### src/rtl/load_store_unit_pkg.sv
// rtl/load_store_unit_pkg.sv - shared access-size codes, FSM states and legality check for the load/store unit
package load_store_unit_pkg;

    localparam int BE_W = 4;

    localparam logic [2:0] LSU_B  = 3'b000;
    localparam logic [2:0] LSU_H  = 3'b001;
    localparam logic [2:0] LSU_W  = 3'b010;
    localparam logic [2:0] LSU_BU = 3'b100;
    localparam logic [2:0] LSU_HU = 3'b101;

    typedef enum logic [1:0] {
        ST_IDLE = 2'b00,
        ST_REQ  = 2'b01,
        ST_DONE = 2'b10
    } lsu_state_e;

    // Legal size code for the direction, and address aligned to the access size.
    function automatic logic access_ok(input logic [2:0] f3, input logic [1:0] a, input logic is_store);
        logic ok;
        ok = 1'b1;
        if (f3[1:0] == 2'b11 || f3 == 3'b110) ok = 1'b0;
        if (is_store && f3[2]) ok = 1'b0;
        if ((f3 == LSU_H || f3 == LSU_HU) && a[0]) ok = 1'b0;
        if (f3 == LSU_W && a != 2'b00) ok = 1'b0;
        return ok;
    endfunction

endpackage

### src/rtl/load_store_unit_align.sv
// rtl/load_store_unit_align.sv - byte-enable generation, store lane replication and load lane extraction/extension
module lsu_align
    import load_store_unit_pkg::*;
(
    input  logic [2:0]      funct3_i,
    input  logic [1:0]      addr_lo_i,
    input  logic [31:0]     wdata_i,
    input  logic [31:0]     mem_rdata_i,
    output logic [BE_W-1:0] be_o,
    output logic [31:0]     wdata_o,
    output logic [31:0]     rdata_o
);

    logic [7:0]  byte_sel;
    logic [15:0] half_sel;
    logic        sext;

    // Pick the addressed lane, then size the enables/data by the access width.
    always_comb begin
        case (addr_lo_i)
            2'd0:    byte_sel = mem_rdata_i[7:0];
            2'd1:    byte_sel = mem_rdata_i[15:8];
            2'd2:    byte_sel = mem_rdata_i[23:16];
            default: byte_sel = mem_rdata_i[31:24];
        endcase
        half_sel = addr_lo_i[1] ? mem_rdata_i[31:16] : mem_rdata_i[15:0];
        sext     = ~funct3_i[2];

        be_o    = 4'b1111;
        wdata_o = wdata_i;
        rdata_o = mem_rdata_i;
        case (funct3_i)
            LSU_B, LSU_BU: begin
                be_o    = 4'b0001 << addr_lo_i;
                wdata_o = {4{wdata_i[7:0]}};
                rdata_o = {{24{sext & byte_sel[7]}}, byte_sel};
            end
            LSU_H, LSU_HU: begin
                be_o    = 4'b0011 << {addr_lo_i[1], 1'b0};
                wdata_o = {2{wdata_i[15:0]}};
                rdata_o = {{16{sext & half_sel[15]}}, half_sel};
            end
            default: ;
        endcase
    end

endmodule

### src/rtl/load_store_unit.sv
// rtl/load_store_unit.sv - multicycle req/ack data-memory access unit with alignment and timeout faults
module load_store_unit
    import load_store_unit_pkg::*;
#(
    parameter int TIMEOUT = 255
) (
    input  logic            clk,
    input  logic            resetn,
    input  logic            start_rd,
    input  logic            start_wr,
    input  logic [2:0]      funct3,
    input  logic [31:0]     addr,
    input  logic [31:0]     wdata,
    output logic            busy,
    output logic            done,
    output logic            fault,
    output logic [31:0]     rdata,
    output logic            mem_req,
    output logic            mem_we,
    output logic [31:0]     mem_addr,
    output logic [31:0]     mem_wdata,
    output logic [BE_W-1:0] mem_be,
    input  logic            mem_ack,
    input  logic [31:0]     mem_rdata
);

    localparam int CNT_W = (TIMEOUT > 0) ? $clog2(TIMEOUT + 1) : 1;

    lsu_state_e       state_q, state_d;
    logic [31:0]      addr_q, addr_d;
    logic [31:0]      wdata_q, wdata_d;
    logic [2:0]       funct3_q, funct3_d;
    logic             we_q, we_d;
    logic [CNT_W-1:0] cnt_q, cnt_d;
    logic             fault_q, fault_d;
    logic [31:0]      rdata_q, rdata_d;

    logic [BE_W-1:0]  be_w;
    logic [31:0]      wdata_rep;
    logic [31:0]      rdata_ext;

    lsu_align u_align (
        .funct3_i    (funct3_q),
        .addr_lo_i   (addr_q[1:0]),
        .wdata_i     (wdata_q),
        .mem_rdata_i (mem_rdata),
        .be_o        (be_w),
        .wdata_o     (wdata_rep),
        .rdata_o     (rdata_ext)
    );

    // State and latched access registers.
    always_ff @(posedge clk) begin
        if (!resetn) begin
            state_q  <= ST_IDLE;
            addr_q   <= '0;
            wdata_q  <= '0;
            funct3_q <= '0;
            we_q     <= 1'b0;
            cnt_q    <= '0;
            fault_q  <= 1'b0;
            rdata_q  <= '0;
        end else begin
            state_q  <= state_d;
            addr_q   <= addr_d;
            wdata_q  <= wdata_d;
            funct3_q <= funct3_d;
            we_q     <= we_d;
            cnt_q    <= cnt_d;
            fault_q  <= fault_d;
            rdata_q  <= rdata_d;
        end
    end

    // Next-state: accept a start in IDLE, wait for ack or timeout in REQ, pulse DONE.
    always_comb begin
        state_d  = state_q;
        addr_d   = addr_q;
        wdata_d  = wdata_q;
        funct3_d = funct3_q;
        we_d     = we_q;
        cnt_d    = cnt_q;
        fault_d  = fault_q;
        rdata_d  = rdata_q;
        case (state_q)
            ST_IDLE: begin
                if (start_rd || start_wr) begin
                    addr_d   = addr;
                    wdata_d  = wdata;
                    funct3_d = funct3;
                    we_d     = start_wr;
                    cnt_d    = '0;
                    if ((start_rd && start_wr) || !access_ok(funct3, addr[1:0], start_wr)) begin
                        fault_d = 1'b1;
                        state_d = ST_DONE;
                    end else begin
                        fault_d = 1'b0;
                        state_d = ST_REQ;
                    end
                end
            end
            ST_REQ: begin
                if (mem_ack) begin
                    if (!we_q) rdata_d = rdata_ext;
                    state_d = ST_DONE;
                end else if ((TIMEOUT != 0) && (cnt_q == CNT_W'(TIMEOUT - 1))) begin
                    fault_d = 1'b1;
                    state_d = ST_DONE;
                end else begin
                    cnt_d = cnt_q + 1'b1;
                end
            end
            default: state_d = ST_IDLE;
        endcase
    end

    assign mem_req   = (state_q == ST_REQ);
    assign mem_we    = mem_req & we_q;
    assign mem_addr  = {addr_q[31:2], 2'b00};
    assign mem_wdata = wdata_rep;
    assign mem_be    = mem_req ? be_w : '0;
    assign busy      = ((state_q == ST_IDLE) && (start_rd || start_wr)) || mem_req;
    assign done      = (state_q == ST_DONE);
    assign fault     = fault_q;
    assign rdata     = rdata_q;

endmodule
### config.mk
export PLATFORM = sky130hd
export DESIGN_NAME = load_store_unit
export DESIGN_NICKNAME = d
export VERILOG_FILES = /design/src/rtl/load_store_unit_pkg.sv /design/src/rtl/load_store_unit_align.sv /design/src/rtl/load_store_unit.sv
export SDC_FILE = /design/constraint.sdc
export NUM_CORES = 1
export LEC_CHECK = 0
export CORE_ASPECT_RATIO = 0.7
export CORE_UTILIZATION = 45
export CTS_CLUSTER_SIZE = 8
export DETAILED_ROUTE_END_ITERATION = 7
export PLACE_DENSITY = 0.83
export SYNTH_ARGS = -nofsm -noshare
export SYNTH_HDL_FRONTEND = slang
export SYNTH_SLANG_ARGS = --single-unit
### constraint.sdc
create_clock -name clk -period 2.2 [get_ports clk]
set_input_delay 0.44 -clock clk [delete_from_list [all_inputs] [get_ports clk]]
set_output_delay 0.44 -clock clk [all_outputs]
set_load 0.02 [all_outputs]
Yosys cells after proc, flatten, opt, wreduce, memory -nomap -nowiden
Cells that the tools add are included.
{ "word_totals": {"ff_bits": 111} }
{ "classes": {"add_sub_neg": 1, "n_eq_ne": 18, "n_shift": 2, "n_mux": 26, "n_bitwise": 5, "n_reduce_logical": 23} }
{ "ops": {"columns": ["cell", "n"], "rows": [
  ["32-bit case mux with 2 select lines", 2],
  ["8-bit 2-to-1 mux", 3],
  ["8-bit case mux with 3 select lines", 1],
  ["16-bit 2-to-1 mux", 1],
  ["8-bit case mux with 2 select lines", 1],
  ["3-bit equality test, second input constant", 4],
  ["1-bit 2-to-1 mux", 10],
  ["8-bit by 1-bit adder with 8-bit output, second input constant", 1],
  ["8-bit equality test, second input constant", 1],
  ["2-bit 2-to-1 mux", 4],
  ["4-bit case mux with 2 select lines", 1],
  ["4-bit AND reduction", 2],
  ["2-bit equality test, second input constant", 3],
  ["3-bit by 1-bit equality test with 1-bit output, second input constant", 2],
  ["2-bit inequality test, second input constant", 3],
  ["1-bit logical AND", 5],
  ["1-bit logical OR", 5],
  ["2-bit by 1-bit equality test with 1-bit output, second input constant", 2],
  ["2-bit logical NOT", 2],
  ["4-bit 2-to-1 mux", 1],
  ["2-bit case mux with 2 select lines", 1],
  ["2-bit AND reduction", 2],
  ["2-bit nonzero test", 2],
  ["2-bit OR reduction", 2],
  ["other kinds (11)", 14]
]} }

Depth between registers and ports, before layout
Gate-level depths: netlist of run 1.
{ "depth": {"depth_word": 13, "ltp_mapped": 8, "mapped_depth_nobuf": 6} }

Hierarchy
A second synthesis of run 1 with hierarchy kept.
{ "unflattened": {"cells_unflattened": 715, "hier_area_um2": 5459.0} }
{ "by_module_without_submodules": {"columns": ["mod", "n_inst", "cells_each", "area_per_inst_um2", "seq_area_each_um2"], "rows": [
  ["load_store_unit", 1, 545, 4289.1, 2222.1],
  ["lsu_align", 1, 170, 1169.9, 0.0]
]} }

Worst setup path after synthesis of run 1
OpenSTA, ideal clock, no wires.
{ "synth_path": {"path_type": "register to output", "from": "register funct3_q[0]", "to": "output mem_wdata[31]", "arrival_ps": 1426, "required_ps": 1760, "setup_slack_ps": 334, "stages_incl_launch_ff": 6, "n_path_buf": 3, "cell_sequence": "dfxtp_1 buf_4 buf_2 buf_2 mux2i_1 o21ai_0"} }
{ "synth_between": {"elab_chain_len": 3, "elab_cells_between_ends": 7} }
{ "synth_rtl": {"columns": ["element", "line", "text"], "rows": [
  ["start, declared", "load_store_unit.sv:32", "logic [2:0] funct3_q, funct3_d;"],
  ["start signal, assigned", "load_store_unit.sv:67", "funct3_q <= funct3_d;"],
  ["3-bit by 1-bit equality test with 1-bit output (tied with other cells)", "load_store_unit_align.sv:32", "case (funct3_i)"],
  ["2-bit OR reduction", "load_store_unit_align.sv:32", null],
  ["32-bit case mux with 2 select lines (*)", "load_store_unit_align.sv:32", null],
  ["end, declared", "load_store_unit.sv:21", "output logic [31:0] mem_wdata,"]
]} }
Mark *: on every way between the ends. The rest lies on a longest branch, timed or not.

Worst setup path after layout of run 1
{ "layout_path": {"from": "register funct3_q[0]", "to": "output mem_wdata[13]"} }
The elaborated chain is that of the path after synthesis.

==> results of run 1 <==
==> per-layer routing <==
layer	share of wire (%)	track usage [%]
met1	43	30.9
met2	48	43.9
met3	7.8	8.05
met4	1.4	8.53
met5	0	0
==> kinds of logic (layout without fill, tap and decap cells) <==
kind of cell / after synthesis / in the layout / share of synthesized area, %
compound gates: 201 / 201 / 22.6
fa+ha+maj: 2 / 2 / 0.476
buf+inv: 92 / 251 / 10.6
flops: 111 / 111 / 42.3
mux: 30 / 30 / 6.14
other cells: 1 / 2 / 0.0713
simple gates: 218 / 218 / 17.9
==> through the flow <==
| step | cell area (um^2) | worst slack, ns | hold slack, ns | cells |
|---|---|---|---|---|
| after floorplan | 5260 | 0.334 | 0.433 | 656 |
| after global placement | 7220 | -0.115 | 0.440 | 952 |
| after detailed placement | 7220 | -0.131 | 0.444 | 952 |
| after CTS | 7520 | 0.0467 | 0.454 | 968 |
| after global routing | 7520 | 0.00128 | 0.472 | 968 |
| final | 7520 | 0.0621 | 0.451 | 968 |
==> power by group through the flow <==
stage | registers (uW) | clock network, uW | logic, uW
floorplan | 2280 | 0 | 799
global placement | 2280 | 0 | 1340
detailed placement | 2290 | 0 | 1370
CTS | 2240 | 1830 | 1330
global route | 2260 | 1920 | 1440
finish | 2240 | 1780 | 1330
==> what timing repair did <==
| item | 4_1_cts | 5_1_grt |
|---|---|---|
| hold buffers | 0 | 0 |
| endpoints found under the hold margin | 0 | 0 |
| endpoints found under the setup margin | 30 | 1 |
| gates resized for setup | 34 | 2 |
==> worst max-delay path: stages, from the launching register on <==
cell           delay [ns]
dfxtp_1              0.35
nor2_2               0.19
buf_12               0.15
mux2_2               0.33
dlygate4sd2_1        0.34
==> path summary, 6_finish.rpt <==
check	from	end	slack, ns	cells after the start
hold / removal	addr_q[10]	addr_q[10]	0.45	2
setup / recovery	funct3_q[0]	mem_wdata[13]	0.06	4
hold reg to reg	addr_q[10]	addr_q[10]	0.45	2
setup reg to reg	addr_q[1]	rdata[3]	0.34	5
==> state kept, by name, summed over array words and instances (netlist names) <==
signal / flops
addr_q: 32
cnt_q: 8
fault: 1
funct3_q: 3
rdata: 32
state_q: 2
wdata_q: 32
we_q: 1
==> layout by cell type (no fill, tap or decap), types with 4 or more instances in the layout <==
cell	instances
clkbuf_16	9
dfxtp_1	109
nand2b_1	6
nor2_1	9
a21oi_1	106
a22oi_1	8
buf_4	20
o21ai_0	45
a21o_1	14
o31ai_1	4
a222oi_1	7
nor2b_1	10
mux2i_1	12
clkdlybuf4s50_1	176
nand2_1	167
inv_1	4
nor4_1	4
mux2_2	18
dlygate4sd2_1	29
==> cell type report <==
class	count	area (um^2)
fill	892	3690
sequential	111	2220
multi-input combinational	453	2510
inverter	5	18.8
clock inverter	6	91.3
clock buffer	10	239
tap	153	191
timing repair buffer	230	2250
==> impl_metrics.tcl, run 1 <==
set metrics [dict create \
    io_pins 209 \
    synth_area_leaders "dfxtp_1 42%, nand2_1 12%, a21oi_1 10%" \
    routed_wl_um 15300 \
    routedWlPerCell_um 15.8 \
    post_cts_buffers 0 \
    pwr-share-clk_pct 33.2 \
    synth_area_um2 5260 \
    peakVddDrop_mv 0.426 \
    arrival_ns 1.70 \
    dr.pass1.iters 7 \
    first_global_vias 5132 \
    drv_slew 0 \
    ant_nets 0 \
    grt_pass1_wl_um 25000 \
    routed_via_density 5.39 \
    numCtsBuffers 9 \
    finalWeightedCongestion 0.884 \
    cts_max_path_buffers 2 \
    p_int_uw 3810 \
    root_buffer "clkbuf_16" \
    die_area_um2 12100 \
    start_util_pct 46.9 \
    critPathRequiredTime_ns 1.76 \
    grt_util_all_layers_pct 25.8 \
    yosysTopAreaCell "dfxtp_1" \
    fmax_mhz 468 \
    final_hold_viol_count 0 \
    p_switching_uw 1540 \
    power.density_nw_per_um2 713 \
    path_clk_slew_ns 0.07 \
    endpoint_kind "output pin" \
    final_layout_size_suffix_gt1_share_pct 8.96 \
    synth_common_cells "168 x nand2_1, 111 x dfxtp_1, 106 x a21oi_1, 45 x buf_4, 45 x o21ai_0" \
    worstSetupStartpointType "flip-flop" \
    min_path_type "flip-flop to flip-flop" \
    drc 0 \
    portBuffers 206 \
    leakage_uw 0.00298 \
    grt_max_degree 69 \
    setup_viol 0 \
    status "finished, final reports clean" \
    num-nets-final 916 \
    maxSlewHeadroom_pct 53.1 \
    htreeDepth 3 \
    cts_tree "yes" \
    core_region_area_um2 11200 \
    die_width_um 131 \
    synth_edf_count 0 \
    cap_violations 0 \
    path_max_fanout 8 \
    async_flop_share_pct 0 \
    netSwitchingFraction_pct 28.8 \
    syn_area_per_cell_um2 8.03 \
    num_vias 5217 \
    diodes 0 \
    synth.most_common_cell "nand2_1" \
    pwr-share-seq_pct 41.9 \
    rows 32 \
    crit_type "flip-flop to output pin" \
    synth.distinct_cells 52 \
    area_delta_synth_final_pct 42.9 \
    fin_util_pct 67.1 \
    drt_iter0_drc 390 \
    worst_pin_slew_ns 0.703 \
    skew_ns 0.00879 \
    overflow 0 \
    synth-main-ff-cell "dfxtp_1" \
    syn-instance-count 655 \
    final.setup.tns_ns 0 \
    insertion_delay_ns 0.35 \
    cts.sinks 111 \
    ys_warn_count 0 \
    post-route-period-util_pct 97.2 \
    combPwrFrac_pct 24.9 \
    die_h_um 92.4 \
    power_uw 5360 \
    synthDominantCellAreaShare_pct 42.3 \
    final.min_clock_period_ns 2.14 \
    rsz0062_at_grt "no" \
    yosysSeqAreaShare_pct 42.3 \
    dp.final_hpwl_um 11300 \
    ys_seq_elements 111 \
    antenna_found_initial 0 \
]
Power figures use the tool's default switching activity.
==> run 2: changes to the inputs <==
Settings changed: TNS_END_PERCENT from default to 5.
==> run 2 against run 1 <==
Compared with the run above:
- sequential share of layout area about the same
- critical path depth unchanged
- sequential power about the same
- global-route usage unchanged
- clock power about the same
- combinational power about the same
- cell count unchanged
- die area unchanged
- total power about the same
- highest routed layer unchanged
==> impl_metrics.tcl, run 2 (synthesized netlist as in run 1, its figures left out) <==
set metrics [dict create \
    first_global_vias 5132 \
    worst_pin_slew_ns 0.701 \
    start_util_pct 46.9 \
    pwr-share-clk_pct 33.3 \
    drv_slew 0 \
    endpoint_kind "output pin" \
    drc 0 \
    overflow 0 \
    netSwitchingFraction_pct 28.8 \
    status "finished, final reports clean" \
    peakVddDrop_mv 0.427 \
    pwr-share-seq_pct 41.9 \
    min_path_type "flip-flop to flip-flop" \
    final.min_clock_period_ns 2.14 \
    fin_cells 968 \
    diodes 0 \
    final_cell_mix "176 x clkdlybuf4s50_1, 167 x nand2_1, 109 x dfxtp_1, 106 x a21oi_1, 45 x o21ai_0" \
    skew_ns 0.00886 \
    grt_max_degree 69 \
    cts.sinks 111 \
    die_area_um2 12100 \
    drt_iter0_drc 388 \
    worst_hold_slack_ns 0.451 \
    routed_via_density 5.37 \
    finalWeightedCongestion 0.884 \
    numCtsBuffers 9 \
    final.setup.tns_ns 0 \
    power.density_nw_per_um2 713 \
    fmax_mhz 467 \
    num-nets-final 916 \
    io_pins 209 \
    final_hold_viol_count 0 \
    path_clk_slew_ns 0.07 \
    grt_pass1_wl_um 25000 \
    rows 32 \
    setup_viol 0 \
    final_common_cell "clkdlybuf4s50_1" \
    crit_type "flip-flop to output pin" \
    routed_wl_um 15300 \
    leakage_uw 0.00299 \
    rsz0062_at_grt "no" \
    combPwrFrac_pct 24.9 \
    fillers 891 \
    p_int_uw 3820 \
    cts_tree "yes" \
    die_width_um 131 \
    arrival_ns 1.70 \
    dpl.cell_count 952 \
    routedWlPerCell_um 15.8 \
    num_vias 5201 \
    cts_max_path_buffers 2 \
    dr.pass1.iters 6 \
    p_switching_uw 1550 \
    core_region_area_um2 11200 \
    htreeDepth 3 \
    path_max_fanout 8 \
    grt_util_all_layers_pct 25.8 \
    area_delta_synth_final_pct 43.0 \
    critPathRequiredTime_ns 1.76 \
    dp.final_hpwl_um 11300 \
    post-route-period-util_pct 97.3 \
    maxSlewHeadroom_pct 53.3 \
    portBuffers 206 \
    insertion_delay_ns 0.35 \
    worstSetupStartpointType "flip-flop" \
    root_buffer "clkbuf_16" \
    final_layout_size_suffix_gt1_share_pct 8.96 \
    die_h_um 92.4 \
    antenna_found_initial 0 \
    cap_violations 0 \
    ant_nets 0 \
]
==> run 2: layout make-up <==
class                      instances  area, um^2  area share (%)
timing repair buffer             230        2250            29.9
clock inverter                     6        91.3            1.21
tap                              153         191            2.55
clock buffer                      10         239            3.18
inverter                           5        18.8           0.250
sequential                       111        2220            29.6
multi-input combinational        453        2510            33.3
==> run 2: metal layers <==
layer | GRT usage, % | wire (um) | vias to the layer above
li1 | - | - | 2517
met1 | 30.9 | 6460 | 2442
met2 | 43.9 | 7270 | 224
met3 | 8.05 | 1330 | 18
met4 | 8.53 | 208 | 0
met5 | 0 | 0 | -
==> run 2: final timing paths <==
kind | start | to | slack, ns | cells past startpoint
max | funct3_q[0] | mem_wdata[13] | 0.06 | 4
min reg2reg | addr_q[10] | addr_q[10] | 0.45 | 2
max reg2reg | addr_q[1] | rdata[3] | 0.34 | 5
min | addr_q[10] | addr_q[10] | 0.45 | 2
==> run 2: critical path, stage by stage (launching register included) <==
cell and delay [ns]:
dfxtp_1 0.35, nor2_2 0.18, buf_12 0.15, mux2_2 0.33, dlygate4sd2_1 0.34
==> run 2: what timing repair did <==
item | in CTS | in global routing
setup buffers | 0 | 0
setup endpoints to repair | 30 | 2
gates resized for setup | 33 | 3
hold buffers | 0 | 0
==> run 2: power by group through the flow <==
stage          Clock (uW)  Sequential (uW)  Combinational, uW
2_1_floorplan           0             2280                799
3_5_place_dp            0             2290               1370
6_report             1780             2240               1330
3_3_place_gp            0             2280               1340
4_1_cts              1830             2240               1340
5_1_grt              1920             2260               1440
==> run 2: stage by stage <==
stage	util [%]	instance area, um^2	worst slack (ns)	total power (uW)
6_report	67.1	7520	0.0592	5360
5_1_grt	67.1	7520	0.00111	5620
4_1_cts	67.1	7520	-0.107	5410
3_5_place_dp	64.4	7220	-0.131	3650
3_3_place_gp	64.4	7220	-0.115	3620
2_1_floorplan	-	5260	0.334	3080
